### src/rtl/if_fetch_queue.sv
// rtl/if_fetch_queue.sv - MIPS instruction-fetch stage with PC, imem request and prefetch queue
//
// Ports:
//   clk, rst (async, active-low)
//   fetch_en        - allow new instruction-memory requests (queue drains regardless)
//   redirect_valid  - branch/jump taken; redirect_pc is the target (low two bits ignored)
//   imem_req/imem_addr/imem_rdata - synchronous imem, data returns the cycle after a request
//   out_valid/out_ready/out_inst/out_pc/out_pc_next - queue head handshake towards decode
//   q_count         - occupied queue entries
// Optional build macro IF_PERF_CNT_EN adds perf_fetch_cnt (pops) and perf_flush_cnt
// (redirects that drop a queued entry or an in-flight response).
module if_fetch_queue #(
    parameter int unsigned      PC_W     = 32,
    parameter int unsigned      INST_W   = 32,
    parameter int unsigned      DEPTH    = 4,
    parameter logic [PC_W-1:0]  RESET_PC = '0,
    parameter int unsigned      PC_INC   = 4,
    localparam int unsigned     PTR_W    = $clog2(DEPTH),
    localparam int unsigned     CNT_W    = $clog2(DEPTH) + 1
) (
    input  logic              clk,
    input  logic              rst,
    input  logic              fetch_en,
    input  logic              redirect_valid,
    input  logic [PC_W-1:0]   redirect_pc,
    output logic              imem_req,
    output logic [PC_W-1:0]   imem_addr,
    input  logic [INST_W-1:0] imem_rdata,
    output logic              out_valid,
    input  logic              out_ready,
    output logic [INST_W-1:0] out_inst,
    output logic [PC_W-1:0]   out_pc,
    output logic [PC_W-1:0]   out_pc_next,
    output logic [CNT_W-1:0]  q_count
`ifdef IF_PERF_CNT_EN
    ,
    output logic [31:0]       perf_fetch_cnt,
    output logic [31:0]       perf_flush_cnt
`endif
);

    localparam logic [PC_W-1:0] PC_STEP = PC_W'(PC_INC);
    localparam logic [CNT_W:0]  DEPTH_W = (CNT_W + 1)'(DEPTH);

    logic [PC_W-1:0]   pc_q, pc_d;
    logic              inflight_q, inflight_d;
    logic [PC_W-1:0]   inflight_pc_q, inflight_pc_d;
    logic [PTR_W-1:0]  rd_ptr_q, rd_ptr_d;
    logic [PTR_W-1:0]  wr_ptr_q, wr_ptr_d;
    logic [CNT_W-1:0]  count_q, count_d;
    logic [INST_W-1:0] inst_mem_q [DEPTH];
    logic [INST_W-1:0] inst_mem_d [DEPTH];
    logic [PC_W-1:0]   pc_mem_q [DEPTH];
    logic [PC_W-1:0]   pc_mem_d [DEPTH];

    logic              push;
    logic              pop;
    logic              issue;
    logic [CNT_W:0]    occ_post_pop;

    // A redirect masks the head so no handshake can complete on a stale entry.
    assign out_valid = (count_q != '0) && !redirect_valid;
    assign pop       = out_valid && out_ready;
    // The response to last cycle's request lands now; a redirect drops it.
    assign push      = inflight_q && !redirect_valid;

    // A slot is reserved at issue time, so the in-flight response counts as
    // occupied; a pop this cycle frees its slot immediately.
    assign occ_post_pop = {1'b0, count_q}
                        - {{CNT_W{1'b0}}, pop}
                        + {{CNT_W{1'b0}}, inflight_q};
    assign issue = rst && fetch_en && !redirect_valid && (occ_post_pop < DEPTH_W);

    assign imem_req    = issue;
    assign imem_addr   = pc_q;
    assign out_inst    = inst_mem_q[rd_ptr_q];
    assign out_pc      = pc_mem_q[rd_ptr_q];
    assign out_pc_next = out_pc + PC_STEP;
    assign q_count     = count_q;

    always_comb begin
        pc_d          = pc_q;
        inflight_d    = issue;
        inflight_pc_d = pc_q;
        rd_ptr_d      = rd_ptr_q;
        wr_ptr_d      = wr_ptr_q;
        count_d       = count_q;
        inst_mem_d    = inst_mem_q;
        pc_mem_d      = pc_mem_q;

        if (issue) begin
            pc_d = pc_q + PC_STEP;
        end

        if (redirect_valid) begin
            pc_d     = redirect_pc & ~PC_W'(3);
            rd_ptr_d = '0;
            wr_ptr_d = '0;
            count_d  = '0;
        end else begin
            if (push) begin
                inst_mem_d[wr_ptr_q] = imem_rdata;
                pc_mem_d[wr_ptr_q]   = inflight_pc_q;
                wr_ptr_d             = wr_ptr_q + PTR_W'(1);
            end
            if (pop) begin
                rd_ptr_d = rd_ptr_q + PTR_W'(1);
            end
            count_d = count_q + CNT_W'(push) - CNT_W'(pop);
        end
    end

    always_ff @(posedge clk or negedge rst) begin
        if (!rst) begin
            pc_q          <= RESET_PC;
            inflight_q    <= 1'b0;
            inflight_pc_q <= '0;
            rd_ptr_q      <= '0;
            wr_ptr_q      <= '0;
            count_q       <= '0;
            for (int i = 0; i < int'(DEPTH); i++) begin
                inst_mem_q[i] <= '0;
                pc_mem_q[i]   <= '0;
            end
        end else begin
            pc_q          <= pc_d;
            inflight_q    <= inflight_d;
            inflight_pc_q <= inflight_pc_d;
            rd_ptr_q      <= rd_ptr_d;
            wr_ptr_q      <= wr_ptr_d;
            count_q       <= count_d;
            inst_mem_q    <= inst_mem_d;
            pc_mem_q      <= pc_mem_d;
        end
    end

`ifdef IF_PERF_CNT_EN
    logic [31:0] perf_fetch_q, perf_fetch_d;
    logic [31:0] perf_flush_q, perf_flush_d;

    always_comb begin
        perf_fetch_d = perf_fetch_q;
        perf_flush_d = perf_flush_q;
        if (pop) begin
            perf_fetch_d = perf_fetch_q + 32'd1;
        end
        // Only redirects that actually throw work away count as flushes.
        if (redirect_valid && ((count_q != '0) || inflight_q)) begin
            perf_flush_d = perf_flush_q + 32'd1;
        end
    end

    always_ff @(posedge clk or negedge rst) begin
        if (!rst) begin
            perf_fetch_q <= '0;
            perf_flush_q <= '0;
        end else begin
            perf_fetch_q <= perf_fetch_d;
            perf_flush_q <= perf_flush_d;
        end
    end

    assign perf_fetch_cnt = perf_fetch_q;
    assign perf_flush_cnt = perf_flush_q;
`endif

endmodule
### config.mk
export PLATFORM = sky130hd
export DESIGN_NAME = if_fetch_queue
export DESIGN_NICKNAME = d
export VERILOG_FILES = /design/src/rtl/if_fetch_queue.sv
export SDC_FILE = /design/constraint.sdc
export NUM_CORES = 1
export LEC_CHECK = 0
export CORE_MARGIN = 5
export CORE_UTILIZATION = 25
export DETAILED_ROUTE_END_ITERATION = 10
export GPL_TIMING_DRIVEN = 0
export PLACE_DENSITY_LB_ADDON = 0.12
export SLEW_MARGIN = 20
export SYNTH_ARGS = -nofsm -noshare
export SYNTH_HDL_FRONTEND = slang
export SYNTH_SLANG_ARGS = --single-unit
### constraint.sdc
create_clock -name clk -period 4.7 [get_ports clk]
set_input_delay 0.705 -clock clk [delete_from_list [all_inputs] [get_ports clk]]
set_output_delay 0.705 -clock clk [all_outputs]
set_load 0.05 [all_outputs]
==> metrics.yaml <==
logic_synthesis:
  async_reset_ff_share_pct: 100
  synth_edf_count: 0
  ys_warn_count: 0
  ys_top_cells_by_area: "dfrtp_1, mux2_2, mux4_2"
  ys.flop_type: "dfrtp_1"
  synth_cell_type_count: 45
  netlist_area_sq_um: 14400
  synth-simple-area-share_pct: 6.34
  synthesis.instances: 997
  yosysTopAreaCell: "dfrtp_1"
  ys_ff_latch: 316
  synthMuxAreaShare_pct: 29.6
  synth_compound_area_share_pct: 2.57
  syn_avg_cell_area_sq_um: 14.4
  synth_top_family_by_area: "multiplexers"
  seq_area_frac_synth_pct: 55.0
  synthAdderAreaFrac_pct: 1.10
  synth_top_area_share_pct: 55.0
  synth_xor_area_share_pct: 2.74
sta:
  finalCritPeriodShare_pct: 96.8
  fin_crit_ns: 4.55
  tightest_slew_ns: 0.901
  slew_violations: 0
  slew_headroom_pct: 39.9
  finalClockSkew_ns: 0.0156
  holdWs_ns: 0.0794
  hold_violations: 0
  fmax_mhz: 220
  rsz0062_at_grt: "no"
  setup_violations: 0
clock_tree:
  cts_root_buffer: "clkbuf_16"
  cts_tree: "done"
  clock_path_buffers: 3
  cts_num_sinks: 316
  cts_max_level: 2
  clk_pin_slew_ns: 0.06
  post_cts_buffers: 0
  cts_resized: 22
  numCtsBuffers: 39
  cts_hold_buffers: 0
  clk_latency_ns: 0.54
global_routing:
  grt_overflow_total: 0
  grt_max_degree: 91
  antenna_found_initial: 3
  grtUsageTotal_pct: 13.7
  grt_pass1_vias: 9589
  grt_pass1_wl_um: 65600
route:
  drt_pass1_iterations: 4
  drcViolationCount: 0
  viasPerCell: 4.56
  drtIter0Drc: 515
  wl_per_cell_um: 21.2
  ant_nets: 0
  via_count: 9225
  drt_wl_total_um: 43000
cells_and_area:
  n_antenna_cell: 0
  nets: 1317
  syn_to_final_growth_pct: 29.4
  drive_gt1_share_pct: 32.2
  n_fill_cell: 5670
setup_path:
  path_class: "reg -> out"
  crit_top_cell: "buf_2"
  worstSetupEndpointType: "primary output"
  path_cells: "buf_2 > buf_2 > mux4_2 > ha_1 > nand3_1 > or2_2 > xnor2_1 > clkdlybuf4s50_1"
  slowest_stage: "clkdlybuf4s50_1"
  crit_fanout: 10
  critical-path-max-stage-delay_ns: 0.83
  critPathRequiredTime_ns: 3.99
  cp.arrival_ns: 3.85
  crit_path_start_kind: "flip-flop"
placement:
  gp_congestion: 0.727
  numPortBuffers: 192
  place_hpwl_um: 30700
power:
  p_per_area_nw_per_um2: 644
  clkPwrFrac_pct: 24.1
  vdd_drop_max_v: 0.000364
  p_switching_mw: 4.95
  totalPowerFinal_mw: 12.0
  seqPwrFrac_pct: 29.6
  p_int_mw: 7.03
  comb_power_share_pct: 46.4
  p_sw_share_pct: 41.3
  p_leak_nw: 8.17
run_status:
  status: "finished clean"
worst_hold_path:
  hold_path.class: "in -> async"
run:
  max_cap_violations: 0
die:
  core_area_sq_um: 57400
  initial_core_util_pct: 25.1
  boundaryPins: 202
  rows: 88
  die_h_um: 250
  die_x_um: 250
  die_area_sq_um: 62400
==> path summary, 6_finish.rpt <==
check / from / endpoint / slack (ns) / depth (start not counted)
setup / recovery: rd_ptr_q[1] / out_pc_next[10] / 0.15 / 8
hold / removal: rst / inflight_pc_q[5] / 0.08 / 1
setup reg to reg: q_count[1] / imem_addr[27] / 1.16 / 14
hold reg to reg: imem_addr[31] / inflight_pc_q[31] / 0.45 / 0
max in group asynchronous: rst / inst_mem_q[127] / 3.33 / 3
min in group clk: imem_addr[31] / inflight_pc_q[31] / 0.45 / 0
==> synth_stat cells, drive strengths merged, types with 2 or more instances <==
| master | number |
|---|---|
| nand2b | 3 |
| mux2 | 252 |
| nor3b | 2 |
| nand2 | 42 |
| or4 | 11 |
| and3 | 10 |
| and2 | 4 |
| nand4 | 16 |
| nor3 | 6 |
| a22oi | 3 |
| ha | 11 |
| nor2b | 4 |
| a311oi | 9 |
| clkbuf | 41 |
| nor4 | 7 |
| xor2 | 17 |
| o31ai | 8 |
| inv | 18 |
| a31oi | 15 |
| or2 | 2 |
| and3b | 2 |
| buf | 24 |
| mux4 | 62 |
| and4 | 8 |
| mux2i | 3 |
| nand3 | 24 |
| nor2 | 25 |
| xnor2 | 28 |
| a21oi | 2 |
| or4b | 2 |
| dfrtp | 316 |
| o21ai | 10 |
==> stage by stage <==
stage / util (%) / instance area, sq um / instances / setup WS (ns) / TNS [ns]
after global placement: 30.2 / 17300 / 1959 / -11.91 / -4079.19
final: 32.4 / 18600 / 2024 / 0.149 / 0
after floorplan: - / 14400 / 1002 / 0.141 / 0
after CTS: 32.4 / 18600 / 2024 / 0.00486 / 0
after detailed placement: 30.3 / 17400 / 1962 / -1.65 / -21.66
after global routing: 32.4 / 18600 / 2024 / 0.0120 / 0
==> logic make-up after synthesis <==
group	after synthesis
DFF	316
other	1
AOI/OAI and AO/OA	53
and+or+nand+nor	170
xor gates and xnor gates	45
muxes	317
adders and majority gates	12
buffers and inverters	83
==> cells in the final DEF (no fill, tap or decap), types with 4 or more instances in the layout <==
master and count:
nand2_1 42, nor4_1 6, mux4_2 62, ha_1 11
clkdlybuf4s50_1 176, nor2b_1 4, conb_1 6, nand3_1 24
nor3_1 5, buf_2 9, o31ai_1 8, dlymetal6s2s_1 7
o21ai_0 10, nand4_1 16, clkbuf_16 39, clkbuf_1 49
inv_1 18, clkbuf_8 7, or4_1 11, a31oi_1 15
xor2_1 17, clkbuf_2 6, xnor2_1 28, and3_1 10
dfrtp_1 316, and2_1 4, nor2_1 24, and4_1 8
mux2_2 252, buf_4 9, a311oi_1 8
==> sequential cells by signal, indices dropped and copies added, names as in the netlist <==
name and cells:
imem_addr 30, inflight_pc_q 30, inflight_q 1, inst_mem_q 128, pc_mem_q 120, q_count 3
rd_ptr_q 2, wr_ptr_q 2
==> critical path: cells and delay by family, from the launching register on <==
kind                       cells  cell delay (ns)
DFF                            1             0.32
xor gates and xnor gates       1             0.21
and+or+nand+nor                2             0.56
muxes                          1             0.38
adders and majority gates      1             0.28
buffers and inverters          3             1.52
==> area by class of cell <==
| cell class | count | area (sq um) | share of cell area (%) |
|---|---|---|---|
| buffer | 63 | 307 | 1.65 |
| multi-input combinational | 603 | 6160 | 33.1 |
| timing repair buffer | 195 | 2000 | 10.8 |
| sequential | 316 | 7910 | 42.5 |
| inverter | 18 | 67.6 | 0.363 |
| clock inverter | 6 | 90.1 | 0.484 |
| clock buffer | 58 | 1120 | 6.00 |
| tap | 765 | 957 | 5.14 |
==> routing by layer <==
layer,routed length [um],share of wire [%],global-route usage (%)
met1,20100,47,19.3
met2,20400,47,21.9
met3,1780,4.1,2.90
met4,731,1.7,2.98
met5,13,0.030,0
==> power by group through the flow <==
stage / clock, mW / sequential [mW] / combinational [mW]
final: 2.89 / 3.54 / 5.55
after global routing: 3.11 / 3.61 / 5.84
after CTS: 3.01 / 3.55 / 5.66
after detailed placement: 0 / 3.59 / 5.67
after global placement: 0 / 3.60 / 5.66
after floorplan: 0 / 3.59 / 3.75
No activity file was read; power rests on OpenSTA's default activity.
